<file path="config.mk">
export PLATFORM = sky130hd
export DESIGN_NAME = uart_tx_rx_top
export DESIGN_NICKNAME = d
export VERILOG_FILES = /design/src/rtl/uart_pkg.sv /design/src/rtl/uart_rx.sv /design/src/rtl/uart_tx.sv /design/src/rtl/uart_tx_rx_top.sv
export SDC_FILE = /design/constraint.sdc
export NUM_CORES = 1
export LEC_CHECK = 0
export ABC_AREA = 0
export CAP_MARGIN = 20
export CORE_MARGIN = 5
export CORE_UTILIZATION = 52
export DETAILED_ROUTE_END_ITERATION = 7
export GPL_ROUTABILITY_DRIVEN = 0
export PLACE_DENSITY = 0.74
export SYNTH_ARGS = -nofsm -noshare
export SYNTH_HDL_FRONTEND = slang
export SYNTH_SLANG_ARGS = --single-unit
</file>
<file path="constraint.sdc">
create_clock -name clk -period 1.8 [get_ports clk]
set_clock_uncertainty 0.05 [all_clocks]
set_input_delay 0.36 -clock clk [delete_from_list [all_inputs] [get_ports clk]]
set_output_delay 0.36 -clock clk [all_outputs]
set_load 0.05 [all_outputs]
</file>
<file path="src/rtl/uart_pkg.sv">
// Shared constants, state types and baud divisor helper for the 8N1 UART.
package uart_pkg;

  localparam int unsigned DATA_BITS = 8;
  localparam int unsigned BIT_IDX_W = $clog2(DATA_BITS);
  localparam logic        START_BIT = 1'b0;
  localparam logic        STOP_BIT  = 1'b1;

  typedef enum logic [1:0] {
    TX_IDLE,
    TX_START,
    TX_DATA,
    TX_STOP
  } tx_state_t;

  typedef enum logic [1:0] {
    RX_IDLE,
    RX_START,
    RX_DATA,
    RX_STOP
  } rx_state_t;

  function automatic int unsigned calc_clks_per_bit(input int unsigned clk_freq,
                                                    input int unsigned baud_rate);
    return clk_freq / baud_rate;
  endfunction

endpackage

</file>
<file path="src/rtl/uart_rx.sv">
// 8N1 deserialiser on an already-synchronised line; mid-bit sampling, false-start and framing checks.
module uart_rx
  import uart_pkg::*;
#(
  parameter int unsigned CLKS_PER_BIT = 104
) (
  input  logic       clk,
  input  logic       rst_n,
  input  logic       line,
  output logic [7:0] rxout,
  output logic       rxdone
);

  localparam int unsigned          CNT_W    = $clog2(CLKS_PER_BIT);
  localparam logic [CNT_W-1:0]     CNT_LAST = CNT_W'(CLKS_PER_BIT - 1);
  localparam logic [CNT_W-1:0]     CNT_HALF = CNT_W'(CLKS_PER_BIT / 2 - 1);
  localparam logic [BIT_IDX_W-1:0] IDX_LAST = BIT_IDX_W'(DATA_BITS - 1);

  rx_state_t              state, state_n;
  logic [CNT_W-1:0]       cnt, cnt_n;
  logic [BIT_IDX_W-1:0]   idx, idx_n;
  logic [DATA_BITS-1:0]   shreg, shreg_n;
  logic [7:0]             rxout_n;
  logic                   rxdone_n;
  logic                   wait_high, wait_high_n;

  always_ff @(posedge clk or negedge rst_n) begin
    if (!rst_n) begin
      state     <= RX_IDLE;
      cnt       <= '0;
      idx       <= '0;
      shreg     <= '0;
      rxout     <= 8'h00;
      rxdone    <= 1'b0;
      wait_high <= 1'b0;
    end else begin
      state     <= state_n;
      cnt       <= cnt_n;
      idx       <= idx_n;
      shreg     <= shreg_n;
      rxout     <= rxout_n;
      rxdone    <= rxdone_n;
      wait_high <= wait_high_n;
    end
  end

  // wait_high marks a framing error: hold in STOP until the line idles again
  always_comb begin
    state_n     = state;
    cnt_n       = cnt;
    idx_n       = idx;
    shreg_n     = shreg;
    rxout_n     = rxout;
    rxdone_n    = 1'b0;
    wait_high_n = wait_high;
    case (state)
      RX_IDLE: begin
        cnt_n       = '0;
        idx_n       = '0;
        wait_high_n = 1'b0;
        if (line == START_BIT) state_n = RX_START;
      end
      RX_START: begin
        if (cnt == CNT_HALF) begin
          cnt_n   = '0;
          state_n = (line == START_BIT) ? RX_DATA : RX_IDLE;
        end else begin
          cnt_n = cnt + CNT_W'(1);
        end
      end
      RX_DATA: begin
        if (cnt == CNT_LAST) begin
          cnt_n   = '0;
          shreg_n = {line, shreg[DATA_BITS-1:1]};
          if (idx == IDX_LAST) state_n = RX_STOP;
          else                 idx_n   = idx + BIT_IDX_W'(1);
        end else begin
          cnt_n = cnt + CNT_W'(1);
        end
      end
      RX_STOP: begin
        if (wait_high) begin
          if (line == STOP_BIT) begin
            wait_high_n = 1'b0;
            state_n     = RX_IDLE;
          end
        end else if (cnt == CNT_LAST) begin
          cnt_n = '0;
          if (line == STOP_BIT) begin
            rxout_n  = shreg;
            rxdone_n = 1'b1;
            state_n  = RX_IDLE;
          end else begin
            wait_high_n = 1'b1;
          end
        end else begin
          cnt_n = cnt + CNT_W'(1);
        end
      end
      default: state_n = RX_IDLE;
    endcase
  end

endmodule

</file>
<file path="src/rtl/uart_tx.sv">
// 8N1 serialiser: latches a byte on start, emits start/data/stop bits, pulses txdone.
module uart_tx
  import uart_pkg::*;
#(
  parameter int unsigned CLKS_PER_BIT = 104
) (
  input  logic       clk,
  input  logic       rst_n,
  input  logic       start,
  input  logic [7:0] txin,
  output logic       tx,
  output logic       txdone
);

  localparam int unsigned          CNT_W    = $clog2(CLKS_PER_BIT);
  localparam logic [CNT_W-1:0]     CNT_LAST = CNT_W'(CLKS_PER_BIT - 1);
  localparam logic [CNT_W-1:0]     CNT_DONE = CNT_W'(CLKS_PER_BIT - 2);
  localparam logic [BIT_IDX_W-1:0] IDX_LAST = BIT_IDX_W'(DATA_BITS - 1);

  tx_state_t              state, state_n;
  logic [CNT_W-1:0]       cnt, cnt_n;
  logic [BIT_IDX_W-1:0]   idx, idx_n;
  logic [DATA_BITS-1:0]   shreg, shreg_n;
  logic                   tx_n, txdone_n;

  always_ff @(posedge clk or negedge rst_n) begin
    if (!rst_n) begin
      state  <= TX_IDLE;
      cnt    <= '0;
      idx    <= '0;
      shreg  <= '0;
      tx     <= STOP_BIT;
      txdone <= 1'b0;
    end else begin
      state  <= state_n;
      cnt    <= cnt_n;
      idx    <= idx_n;
      shreg  <= shreg_n;
      tx     <= tx_n;
      txdone <= txdone_n;
    end
  end

  // txdone is raised one clock early so the registered pulse lands in the stop bit's final clock
  always_comb begin
    state_n  = state;
    cnt_n    = cnt;
    idx_n    = idx;
    shreg_n  = shreg;
    tx_n     = tx;
    txdone_n = 1'b0;
    case (state)
      TX_IDLE: begin
        tx_n  = STOP_BIT;
        cnt_n = '0;
        idx_n = '0;
        if (start) begin
          shreg_n = txin;
          tx_n    = START_BIT;
          state_n = TX_START;
        end
      end
      TX_START: begin
        if (cnt == CNT_LAST) begin
          cnt_n   = '0;
          tx_n    = shreg[0];
          shreg_n = shreg >> 1;
          state_n = TX_DATA;
        end else begin
          cnt_n = cnt + CNT_W'(1);
        end
      end
      TX_DATA: begin
        if (cnt == CNT_LAST) begin
          cnt_n = '0;
          if (idx == IDX_LAST) begin
            tx_n    = STOP_BIT;
            state_n = TX_STOP;
          end else begin
            idx_n   = idx + BIT_IDX_W'(1);
            tx_n    = shreg[0];
            shreg_n = shreg >> 1;
          end
        end else begin
          cnt_n = cnt + CNT_W'(1);
        end
      end
      TX_STOP: begin
        tx_n = STOP_BIT;
        if (cnt == CNT_DONE) txdone_n = 1'b1;
        if (cnt == CNT_LAST) begin
          cnt_n   = '0;
          state_n = TX_IDLE;
        end else begin
          cnt_n = cnt + CNT_W'(1);
        end
      end
      default: state_n = TX_IDLE;
    endcase
  end

endmodule

</file>
<file path="src/rtl/uart_tx_rx_top.sv">
// 8N1 UART leaf: transmitter, receiver and the rx input synchroniser.
module uart_tx_rx_top
  import uart_pkg::*;
#(
  parameter int unsigned CLK_FREQ     = 1_000_000,
  parameter int unsigned BAUD_RATE    = 9600,
  parameter int unsigned CLKS_PER_BIT = calc_clks_per_bit(CLK_FREQ, BAUD_RATE)
) (
  input  logic       clk,
  input  logic       rst_n,
  input  logic       start,
  input  logic [7:0] txin,
  output logic       tx,
  input  logic       rx,
  output logic [7:0] rxout,
  output logic       rxdone,
  output logic       txdone
);

  logic rx_meta, rx_sync;

  // Two-flop synchroniser; resets to the idle (high) line level
  always_ff @(posedge clk or negedge rst_n) begin
    if (!rst_n) begin
      rx_meta <= 1'b1;
      rx_sync <= 1'b1;
    end else begin
      rx_meta <= rx;
      rx_sync <= rx_meta;
    end
  end

  uart_tx #(.CLKS_PER_BIT(CLKS_PER_BIT)) u_tx (
    .clk    (clk),
    .rst_n  (rst_n),
    .start  (start),
    .txin   (txin),
    .tx     (tx),
    .txdone (txdone)
  );

  uart_rx #(.CLKS_PER_BIT(CLKS_PER_BIT)) u_rx (
    .clk    (clk),
    .rst_n  (rst_n),
    .line   (rx_sync),
    .rxout  (rxout),
    .rxdone (rxdone)
  );

endmodule

</file>
==> summary.txt <==
Outcome
  – Status: finished with violations
  – Failing checks: negative setup slack

Setup path
  – Worst Path Required: 1.97 ns
  – Worst r2r src: u_tx.cnt[3]
  – Worst Setup EP: u_tx.idx[2]
  – Reg2reg end: u_tx.idx[2]
  – CP Launch Point: u_tx.cnt[3]
  – CP max stage delay: 0.40 ns
  – Crit path cell chain: or3b_4 > or2_4 > nor2_4 > mux2_4 > a22o_1
  – Slowest stage cell, crit path: or3b_4
  – Worst setup EP type: flop
  – FF-to-FF path depth: 5
  – Largest fanout on the critical path: 4
  – WS Path Type: reg2reg
  – CP arrival: 2.07 ns
  – CP Launch Type: flop
  – Flop2flop setup slack: -0.10 ns

GRT
  – Number of global-route vias before repair: 1881
  – Pin count of the biggest net entering global routing: 42
  – First-pass GRT wire length: 8320 µm
  – Global route overflow: 0
  – GR Util All Layers: 15.9%
  – Initial antenna violation count: 0

Detailed routing
  – Routed length per instance: 13.4 µm
  – Via count: 1895
  – DRT antenna net count: 0
  – DR iter-0 viols: 64
  – Post-Route WL: 4840 µm
  – Vias/cell: 5.23
  – Post-route DRC: 0
  – First-pass iteration count of the detailed router: 4

Layout
  – Share of layout cells above drive strength 1: 40.8%
  – Synth-to-layout area growth: 29.5%
  – Multi-input gate area: 1450 µm²
  – Reg area: 1360 µm²
  – Non-Filler Instances: 362
  – Nets: 320
  – Fillers: 377
  – Diode count: 0
  – Final Cell Area: 3560 µm²

Timing
  – Max Slew Vio Count: 0
  – RSZ-0062 raised after global routing: true
  – Worst-Margin Slew: 0.399 ns
  – Tmin final: 1.90 ns
  – Max-slew headroom: 73.3%
  – Fin crit share: 106%
  – Worst setup margin: -0.101 ns
  – Max frequency: 0.526 GHz
  – Final Hold Viols: 0
  – Final setup viols: 12

Hold path
  – HP Class: reg2reg
  – Min-delay src: rx_meta

Flow run
  – Max-Cap Viols: 0

Die
  – CORE AREA: 5110 µm²
  – Die height: 82.7 µm
  – Core Rows: 26
  – Die area: 6840 µm²
  – Initial Util: 53.8%
  – Die width: 82.7 µm
  – IO Count: 23

Power
  – VDD IR max: 0.328 mV
  – Leak: 1.75 nW
  – Power Dens Cells: 561 nW/µm²

Placement
  – Detailed placement HPWL: 3560 µm
  – Pre-CTS WS: -0.102 ns
  – PortBufs: 22
  – Placed insts: 348
  – DP Area: 3310 µm²

Logic synthesis
  – Synth Instances: 226
  – Largest cells by area after synthesis: dfrtp_1 (46%), mux2_2 (11%), ha_1 (7.7%)
  – Syn Area/Cell: 12.2 µm²
  – Yosys reg bits: 54
  – Post-synth top area share: 46.5%
  – Post-Syn Area: 2750 µm²
  – Top cell type by total area after synthesis: dfrtp_1
  – Syn nets: 255
  – Post-synth cell types: 47
  – Seq/Total Area, Yosys: 49.3%
  – Syn. warnings: 0

CTS
  – TritonCTS Sinks: 54
  – CTS Buf Count: 5
  – Root buf cell: clkbuf_8
  – CTS clk-pin slew, worst paths: 0.10 ns
  – Max clock buf depth: 2
  – Worst-skew pair later-pin latency: 0.32 ns
  – CTS tree: done
  – H-tree depth: 2
critical path, delay by kind of cell (launching register included):
family | cells | cell delay [ns]
simple gates | 3 | 0.83
flops | 1 | 0.39
compound gates | 1 | 0.22
mux | 1 | 0.31
state kept, by name, indices dropped and copies added (netlist names), named ones only:
register and cells:
rx_meta 1, u_tx.idx 3, rx_sync 1, u_tx.txdone 1, u_rx.shreg 8, u_rx.state 1
u_tx.state 2, u_tx.shreg 8, u_rx.rxout 8, u_tx.tx 1, u_tx.cnt 7, u_rx.idx 3
u_rx.wait_high 1, u_rx.cnt 7, u_rx.rxdone 1
layer usage:
| metal | wire [µm] | vias to the layer above | track usage [%] |
|---|---|---|---|
| li1 | - | 937 | - |
| met1 | 2230 | 918 | 19.4 |
| met2 | 2340 | 31 | 27.5 |
| met3 | 184 | 9 | 3.69 |
| met4 | 85 | 0 | 5.72 |
| met5 | 0 | - | 0 |
cell usage in the layout (no fill, tap or decap), drive strengths merged, types with 2 or more instances in the layout:
master,instances
nand2b,5
nor3b,2
ha,17
inv,8
nor2b,4
mux2,37
mux2i,2
nand2,11
nor2,15
o21ai,11
nand3,7
and3,3
nor3,7
clkinv,2
dfstp,3
o311ai,2
a21o,2
clkdlybuf4s50,10
xnor2,2
a22o,5
dfrtp,51
a21oi,5
buf,52
clkbuf,5
xor2,4
o2bb2ai,3
layout make-up:
| cell class | instances | area share [%] |
|---|---|---|
| multi-input combinational | 160 | 40.7 |
| sequential | 54 | 38.1 |
| timing repair buffer | 63 | 15.3 |
| tap | 70 | 2.46 |
| clock buffer | 5 | 1.94 |
| clock inverter | 3 | 0.809 |
| inverter | 7 | 0.739 |
how the worst min path moves through the flow:
stage / end / slack [ns] / cells after the start
2_1_floorplan: asynchronous set/reset pin / 0.01 / 0
3_3_place_gp: u_rx.idx[1] / 0.24 / 1
3_5_place_dp: u_rx.idx[0] / 0.24 / 1
4_1_cts: rx_sync / 0.31 / 0
5_1_grt: rx_sync / 0.31 / 0
6_report: rx_sync / 0.31 / 0
repair_timing:
item                                    CTS  global route
resized for setup                         9            14
hold buffers                              1             0
setup buffers                             0             5
endpoints found under the setup margin   32            27
hold endpoints to repair                 13             0
pin swaps                                 2             5
stage by stage:
step / setup TNS (ns) / hold slack, ns / total power, mW / util (%)
global placement: -0.293 / 0.237 / 1.30 / 64.9
CTS: -0.547 / 0.312 / 2.03 / 67.7
global route: -1.56 / 0.313 / 2.09 / 69.6
finish: -0.587 / 0.308 / 2.00 / 69.6
detailed placement: -1.39 / 0.243 / 1.30 / 64.9
floorplan: -0.713 / 0.0144 / 1.24 / -
Yosys cell counts, drive strengths merged:
cell and instances:
clkbuf 3, and3 3, o211a 1, nand4b 1, a21o 2, buf 2, o41ai 1, nand4 1
a211oi 1, o22a 1, dfrtp 51, inv 7, o32a 1, and2b 1, nor4 1, o2bb2ai 3
or2 1, a22o 5, nand3b 1, nor2b 4, nor3 7, and2 1, mux2i 2, dfstp 3
o21ai 11, nand3 7, a221oi 1, xnor2 2, nand2 11, xor2 4, and4 1, nand2b 5
nor3b 2, or3b 1, a21oi 5, mux2 37, ha 17, o32ai 1, nor2 15, o311ai 2
where the power goes:
part / internal (mW) / switching [mW] / total, mW
logic: 0.0263 / 0.0265 / 0.0528
registers: 1.22 / 0.00199 / 1.22
clock network: 0.289 / 0.436 / 0.725
total: 1.53 / 0.465 / 2.00
cells by family (layout without fill, tap and decap cells):
| group | count (synthesis) | after routing | share of synthesized area (%) |
|---|---|---|---|
| adder cells (fa/ha/maj) | 17 | 17 | 7.74 |
| flip-flops | 54 | 54 | 49.3 |
| multiplexers | 39 | 39 | 17.0 |
| XOR/XNOR | 6 | 6 | 1.91 |
| buffers and inverters | 12 | 78 | 1.69 |
| AO/OA/AOI/OAI | 35 | 35 | 9.93 |
| AND/OR/NAND/NOR | 63 | 63 | 12.4 |
Note: power is estimated with default switching activity, not from simulation.
